===== src/rtl/aes_scan_pkg.sv =====
// Shared types and defaults for the AES state scan chain.
package aes_scan_pkg;

   localparam int unsigned DEFAULT_CHAIN_LEN = 128;

   typedef enum logic [2:0] {
      IDLE    = 3'd0,
      CAPTURE = 3'd1,
      SHIFT   = 3'd2,
      UPDATE  = 3'd3,
      DONE    = 3'd4
   } scan_state_t;

endpackage


===== src/rtl/aes_scan_chain_if.sv =====
// Bundle between the secure-scan test controller / AES core and the scan engine.
interface aes_scan_chain_if #(
   parameter int unsigned CHAIN_LEN = aes_scan_pkg::DEFAULT_CHAIN_LEN
);

   logic                 scan_mode;
   logic                 enable_scan_in;
   logic                 enable_scan_out;
   logic                 loadkey;
   logic                 scan_start;
   logic                 scan_si;
   logic [CHAIN_LEN-1:0] capture_data;
   logic                 scan_so;
   logic [CHAIN_LEN-1:0] shift_data;
   logic                 shift_load;
   logic                 scan_busy;
   logic                 scan_done;
   logic                 scan_abort;

   modport master (
      output scan_mode, enable_scan_in, enable_scan_out, loadkey, scan_start, scan_si,
             capture_data,
      input  scan_so, shift_data, shift_load, scan_busy, scan_done, scan_abort
   );

   modport slave (
      input  scan_mode, enable_scan_in, enable_scan_out, loadkey, scan_start, scan_si,
             capture_data,
      output scan_so, shift_data, shift_load, scan_busy, scan_done, scan_abort
   );

endinterface


===== src/rtl/scan_shift_reg.sv =====
// CHAIN_LEN-bit scan register: parallel capture, LSB-first shift, clear wins.
module scan_shift_reg #(
   parameter int unsigned CHAIN_LEN = aes_scan_pkg::DEFAULT_CHAIN_LEN
) (
   input  logic                 clk,
   input  logic                 reset_n,
   input  logic                 capture_i,
   input  logic                 shift_i,
   input  logic                 clear_i,
   input  logic                 si_i,
   input  logic [CHAIN_LEN-1:0] data_i,
   output logic                 so_o,
   output logic [CHAIN_LEN-1:0] chain_o
);

   logic [CHAIN_LEN-1:0] chain_q, chain_d;

   always_comb begin
      chain_d = chain_q;
      if (clear_i) begin
         chain_d = '0;
      end else if (capture_i) begin
         chain_d = data_i;
      end else if (shift_i) begin
         chain_d = {si_i, chain_q[CHAIN_LEN-1:1]};
      end
   end

   always_ff @(posedge clk) begin
      if (!reset_n) begin
         chain_q <= '0;
      end else begin
         chain_q <= chain_d;
      end
   end

   assign so_o    = chain_q[0];
   assign chain_o = chain_q;

endmodule


===== src/rtl/aes_scan_chain.sv =====
// Scan engine for the AES state: capture, serial shift, one-cycle parallel update.
module aes_scan_chain #(
   parameter int unsigned CHAIN_LEN = aes_scan_pkg::DEFAULT_CHAIN_LEN
) (
   input  logic             clk,
   input  logic             reset_n,
   aes_scan_chain_if.slave  bus
);
   import aes_scan_pkg::*;

   localparam int unsigned CNT_W = $clog2(CHAIN_LEN);

   localparam logic [2:0] S_IDLE    = 3'(IDLE);
   localparam logic [2:0] S_CAPTURE = 3'(CAPTURE);
   localparam logic [2:0] S_SHIFT   = 3'(SHIFT);
   localparam logic [2:0] S_UPDATE  = 3'(UPDATE);
   localparam logic [2:0] S_DONE    = 3'(DONE);

   logic [2:0]           state_q, state_d;
   logic [CNT_W-1:0]     cnt_q, cnt_d;
   logic                 abort_q, abort_d;
   logic                 lock_c;
   logic                 capture_c;
   logic                 shift_c;
   logic                 clear_c;
   logic                 si_g_c;
   logic                 chain_so;
   logic [CHAIN_LEN-1:0] chain;

   assign lock_c = bus.loadkey | ~bus.scan_mode;
   assign si_g_c = bus.scan_si & bus.enable_scan_in;

   // Next-state; a lock during CAPTURE/SHIFT/UPDATE overrides every normal transition.
   always_comb begin
      state_d   = state_q;
      cnt_d     = cnt_q;
      abort_d   = 1'b0;
      capture_c = 1'b0;
      shift_c   = 1'b0;
      clear_c   = bus.loadkey;

      if (lock_c && (state_q == S_CAPTURE || state_q == S_SHIFT || state_q == S_UPDATE)) begin
         state_d = S_IDLE;
         cnt_d   = '0;
         abort_d = 1'b1;
         clear_c = 1'b1;
      end else begin
         case (state_q)
            S_IDLE: begin
               if (bus.scan_start && !lock_c) begin
                  state_d = S_CAPTURE;
               end
            end
            S_CAPTURE: begin
               capture_c = 1'b1;
               cnt_d     = '0;
               state_d   = S_SHIFT;
            end
            S_SHIFT: begin
               shift_c = 1'b1;
               if (cnt_q == CNT_W'(CHAIN_LEN - 1)) begin
                  cnt_d   = '0;
                  state_d = S_UPDATE;
               end else begin
                  cnt_d = cnt_q + CNT_W'(1);
               end
            end
            S_UPDATE: state_d = S_DONE;
            S_DONE:   state_d = S_IDLE;
            default:  state_d = S_IDLE;
         endcase
      end
   end

   always_ff @(posedge clk) begin
      if (!reset_n) begin
         state_q <= S_IDLE;
         cnt_q   <= '0;
         abort_q <= 1'b0;
      end else begin
         state_q <= state_d;
         cnt_q   <= cnt_d;
         abort_q <= abort_d;
      end
   end

   scan_shift_reg #(.CHAIN_LEN(CHAIN_LEN)) u_chain (
      .clk       (clk),
      .reset_n   (reset_n),
      .capture_i (capture_c),
      .shift_i   (shift_c),
      .clear_i   (clear_c),
      .si_i      (si_g_c),
      .data_i    (bus.capture_data),
      .so_o      (chain_so),
      .chain_o   (chain)
   );

   // Output decode from registered state only (plus the scan-out gate).
   assign bus.scan_so    = (state_q == S_SHIFT) & chain_so & bus.enable_scan_out;
   assign bus.shift_data = chain;
   assign bus.shift_load = (state_q == S_UPDATE);
   assign bus.scan_busy  = (state_q != S_IDLE);
   assign bus.scan_done  = (state_q == S_DONE);
   assign bus.scan_abort = abort_q;

endmodule


===== src/flat_wrapper.sv =====
// flat-port wrapper written by rule: the top's interface ports become plain ports
module aes_scan_chain_flat import aes_scan_pkg::*;
#(
   parameter int unsigned CHAIN_LEN = aes_scan_pkg::DEFAULT_CHAIN_LEN
)
  (clk, reset_n, bus_scan_mode, bus_enable_scan_in, bus_enable_scan_out, bus_loadkey, bus_scan_start, bus_scan_si, bus_capture_data, bus_scan_so, bus_shift_data, bus_shift_load, bus_scan_busy, bus_scan_done, bus_scan_abort);
  aes_scan_chain_if #(.CHAIN_LEN(CHAIN_LEN)) bus_i ();
  input  logic clk;
  input  logic reset_n;
  input wire logic [$bits(bus_i.scan_mode)-1:0] bus_scan_mode;
  input wire logic [$bits(bus_i.enable_scan_in)-1:0] bus_enable_scan_in;
  input wire logic [$bits(bus_i.enable_scan_out)-1:0] bus_enable_scan_out;
  input wire logic [$bits(bus_i.loadkey)-1:0] bus_loadkey;
  input wire logic [$bits(bus_i.scan_start)-1:0] bus_scan_start;
  input wire logic [$bits(bus_i.scan_si)-1:0] bus_scan_si;
  input wire logic [$bits(bus_i.capture_data)-1:0] bus_capture_data;
  output wire logic [$bits(bus_i.scan_so)-1:0] bus_scan_so;
  output wire logic [$bits(bus_i.shift_data)-1:0] bus_shift_data;
  output wire logic [$bits(bus_i.shift_load)-1:0] bus_shift_load;
  output wire logic [$bits(bus_i.scan_busy)-1:0] bus_scan_busy;
  output wire logic [$bits(bus_i.scan_done)-1:0] bus_scan_done;
  output wire logic [$bits(bus_i.scan_abort)-1:0] bus_scan_abort;
  assign bus_i.scan_mode = bus_scan_mode;
  assign bus_i.enable_scan_in = bus_enable_scan_in;
  assign bus_i.enable_scan_out = bus_enable_scan_out;
  assign bus_i.loadkey = bus_loadkey;
  assign bus_i.scan_start = bus_scan_start;
  assign bus_i.scan_si = bus_scan_si;
  assign bus_i.capture_data = bus_capture_data;
  assign bus_scan_so = bus_i.scan_so;
  assign bus_shift_data = bus_i.shift_data;
  assign bus_shift_load = bus_i.shift_load;
  assign bus_scan_busy = bus_i.scan_busy;
  assign bus_scan_done = bus_i.scan_done;
  assign bus_scan_abort = bus_i.scan_abort;
  aes_scan_chain #(.CHAIN_LEN(CHAIN_LEN)) u_core (.clk(clk), .reset_n(reset_n), .bus(bus_i));
endmodule

===== config.mk =====
export PLATFORM = sky130hd
export DESIGN_NAME = aes_scan_chain_flat
export DESIGN_NICKNAME = d
export VERILOG_FILES = /design/src/rtl/aes_scan_pkg.sv /design/src/rtl/aes_scan_chain_if.sv /design/src/rtl/scan_shift_reg.sv /design/src/rtl/aes_scan_chain.sv /design/src/flat_wrapper.sv
export SDC_FILE = /design/constraint.sdc
export NUM_CORES = 1
export LEC_CHECK = 0
export BUFFER_PORTS_ARGS = -buffer_cell sky130_fd_sc_hd__buf_4
export CORE_ASPECT_RATIO = 1.4
export CORE_UTILIZATION = 54
export DETAILED_ROUTE_END_ITERATION = 16
export GPL_ROUTABILITY_DRIVEN = 0
export PLACE_DENSITY_LB_ADDON = 0.3
export SLEW_MARGIN = 40
export SYNTH_ARGS = -nofsm -noshare
export SYNTH_HDL_FRONTEND = slang
export SYNTH_SLANG_ARGS = --single-unit

===== constraint.sdc =====
create_clock -name clk -period 5.1 [get_ports clk]
set_input_delay 0.255 -clock clk [delete_from_list [all_inputs] [get_ports clk]]
set_output_delay 0.255 -clock clk [all_outputs]
set_load 0.01 [all_outputs]

==> results.md <==
| Quantity | Reported |
|:---|:---|
| Power per cell area | 279 nW/µm² |
| Startpoint kind of the worst setup timing path | flop |
| First-pass detailed-route iteration total | 5 |
| Total congestion overflow after global routing | 0 |
| Peak fanout along the critical path | 67 |
| Worst-case clock buffer depth | 2 |
| Cells taking the most area after synthesis | sky130_fd_sc_hd__dfxtp_1 (39%), sky130_fd_sc_hd__o221ai_2 (25%), sky130_fd_sc_hd__a21oi_2 (12%) |
| Tightest hold margin | 134 ps |
| Die height | 138 µm |
| Starting utilization of the core area | 55.3% |
| Yosys warning total | 0 |
| Share of cells above drive strength 1 | 60.4% |
| Post-synthesis share of cell area spent on xor and xnor gates | 0% |
| Depth of the CTS H-tree | 4 |
| Post-synthesis compound-gate area fraction | 42.4% |
| Cell area after placement | 8850 µm² |
| Routed wl met2 | 10.3 mm |
| Critical path capture point type | flop |
| Routed wire length | 20.1 mm |
| Worst path buffer plus inverter count | 2 |
| Gate Count Post-Synth | 652 |
| Min-Delay Path Depth | 2 |
| Final worst path period need | 2650 ps |
| Final count of pins violating max slew | 0 |
| Slew headroom | 44.4% |
| Top routing layer in use | met4 |
| Sum of routed wire segments on met1 | 7.53 mm |
| Number of antenna violations at the first check in global routing | 0 |
| Final-report setup violation count | 0 |
| Iteration-0 DRC Markers | 230 |
| MaxCap Viol Count | 0 |
| Number of cells upsized or downsized after cts | 0 |
| Final Core Density | 73.9% |
| Post-synth top flop | sky130_fd_sc_hd__dfxtp_1 |
| Number of enable-type register cells in the synthesized netlist | 0 |
| Number of cell rows | 49 |
| Reg2Reg Setup Slack | 2450 ps |
| Endpoint required time on the critical path | 5440 ps |
| Area fraction of the dominant cell type after synthesis | 39.1% |
| CTS buffer count | 17 |
| Number of non-filler instances in the completed layout | 1039 |
| Period utilization | 51.9% |
| Mapped cell area | 7120 µm² |
| Share of synthesized area occupied by flip-flops and latches | 39.1% |
| Delay of the slowest cell on the worst path | 640 ps |
| Hold violation total from the final report | 0 |
| Total power after layout | 2.66 mW |
| Vias after detailed routing | 6391 |
| Portion of netlist area occupied by mux cells | 0.299% |
| Post-placement cell count | 1008 |
| Largest family of logic cells by synthesized area | compound AO/OA/AOI/OAI gates |
| Avg Synthesized Cell Area | 10.9 µm² |
| Clock tree from TritonCTS | yes |
| Simple-gate share of the synthesized area | 9.35% |
| Diodes inserted | 0 |
| Netlist cell types | 43 |
| Setup TNS | 0 ps |
| Buffer count from post-CTS setup fixing | 0 |
| Area growth from synthesis to final layout | 33.7% |
| Achievable clock frequency | 0.378 GHz |
| Static leakage | 3.15 nW |
| Kind of critical path | reg2reg |
| Detailed-routed wire length on met3 | 1.33 mm |
| Sinks on Clock Net | 139 |
| Fin nets | 1011 |
| Pin count of the biggest net entering global routing | 75 |
| Cell depth of the worst setup path | 6 |
| Worst path cell trace | or3b_4 > buf_4 > nor2_4 > buf_12 > o221ai_1 > a21oi_1 |
| Cell chosen for the clock root | sky130_fd_sc_hd__clkbuf_16 |
| Number of I/O pins | 269 |
| Worst Max-Slew Pin Slew | 834 ps |
| Core region area | 12900 µm² |
| Drc violations | 0 |
| Input/output buffers | 268 |
| Data arrival time at the worst-slack endpoint | 2980 ps |
| Die area | 13700 µm² |
| Result of the run | complete, no violations |
| Global-route wire length before repair | 30.8 mm |
| Final cell area excluding filler cells | 9520 µm² |
| Worst slack, placed | 2470 ps |
| Library cell occupying the most area in the post-synthesis netlist | sky130_fd_sc_hd__dfxtp_1 |
| Clock transition at the registers of the reported paths | 60 ps |
| Ratio of routed vias to standard cells | 6.15 |
| Post-synthesis async set-or-reset flop share | 0% |
| Slowest library cell on the worst path | sky130_fd_sc_hd__or3b_4 |
| Top Family by Delay on Critical Path | simple AND/OR/NAND/NOR gates |
| Vias in the first global route | 6256 |
| Adder-cell share of the synthesized area | 0.176% |
| Latest clock arrival within the worst-skew pair | 410 ps |
| Nets in the synthesized netlist | 789 |
| Class of the tightest hold or removal check | in2reg |
| Register bit count reported by yosys | 139 |
| Die Width | 99.1 µm |
| R2r worst-path depth | 6 |
| Setup repair after global routing missed its margin | false |
| Final critical-path setup slack | 2450 ps |
| Global routing usage summed across all routing layers | 28.3% |
| Half-perimeter wire length after detailed placement | 13.5 mm |
| Remaining antenna violation count after routing | 0 |
| Peak ir drop on the vdd network | 0.202 mV |
| Post-detailed-route wirelength per cell | 19.3 µm |
| # hold bufs at CTS | 0 |
| Clock Skew | 9.58 ps |
==> cells in the mapped netlist (2+ instances only) <==
master	n
sky130_fd_sc_hd__a21oi_1	30
sky130_fd_sc_hd__or3b_1	2
sky130_fd_sc_hd__a311oi_1	3
sky130_fd_sc_hd__o221ai_2	120
sky130_fd_sc_hd__buf_12	11
sky130_fd_sc_hd__nand2_1	133
sky130_fd_sc_hd__buf_8	2
sky130_fd_sc_hd__buf_1	12
sky130_fd_sc_hd__dfxtp_1	139
sky130_fd_sc_hd__buf_6	12
sky130_fd_sc_hd__clkbuf_1	16
sky130_fd_sc_hd__and3_1	2
sky130_fd_sc_hd__nand3_1	2
sky130_fd_sc_hd__o221ai_1	8
sky130_fd_sc_hd__o21ai_0	3
sky130_fd_sc_hd__nand3b_1	2
sky130_fd_sc_hd__and2_1	2
sky130_fd_sc_hd__a41oi_1	2
sky130_fd_sc_hd__buf_4	5
sky130_fd_sc_hd__nor2_1	8
sky130_fd_sc_hd__a21oi_2	100
sky130_fd_sc_hd__buf_2	17
==> placed cells by master (no fill, tap or decap), types with 3 or more instances in the layout <==
cell type	instances
sky130_fd_sc_hd__a311oi_1	3
sky130_fd_sc_hd__bufinv_16	5
sky130_fd_sc_hd__o221ai_1	8
sky130_fd_sc_hd__a21oi_2	100
sky130_fd_sc_hd__o21ai_0	3
sky130_fd_sc_hd__buf_4	272
sky130_fd_sc_hd__dfxtp_1	139
sky130_fd_sc_hd__o221ai_2	120
sky130_fd_sc_hd__clkbuf_8	4
sky130_fd_sc_hd__clkbuf_16	17
sky130_fd_sc_hd__buf_6	4
sky130_fd_sc_hd__a21oi_1	30
sky130_fd_sc_hd__nor2_1	8
sky130_fd_sc_hd__nand2_1	133
==> sequential cells by signal, summed over array words and instances (netlist names) <==
name / cells
u_core.state_q: 3
u_core.bus.scan_abort: 1
u_core.cnt_q: 7
u_core.u_chain.chain_o: 128
==> kinds of logic (layout without fill, tap and decap cells) <==
logic type | Yosys count | after routing
fa+ha+maj | 1 | 1
simple gates | 161 | 161
flops | 139 | 139
compound gates | 273 | 273
buf+inv | 76 | 310
mux | 2 | 2
==> layer usage <==
layer / global-route usage [%] / vias to the layer above
met5: 0 / -
met4: 15.6 / 0
met3: 6.40 / 63
met2: 49.5 / 292
met1: 32.1 / 3105
li1: - / 2931
==> path summary, 6_finish.rpt <==
| check | from | end |
|---|---|---|
| max | u_core.state_q[2] | u_core.u_chain.chain_o[87] |
| min reg2reg | u_core.u_chain.chain_o[65] | u_core.u_chain.chain_o[65] |
| min | reset_n | u_core.state_q[2] |
| max reg2reg | u_core.state_q[2] | u_core.u_chain.chain_o[87] |
==> where the power goes <==
part	internal (mW)	leakage (nW)	switching, mW
clock network	0.922	0.319	0.471
logic	0.0778	1.71	0.0980
registers	1.09	1.12	0.00135
==> layout make-up <==
class	count	area, µm²
Multi-Input combinational cell	437	3750
Fill cell	891	3350
Sequential cell	139	2780
Timing Repair Buffer	278	2130
Clock buffer	22	484
Tap cell	153	191
Clock inverter	9	183
Inverter	1	3.75
(Power assumes the default switching activity.)
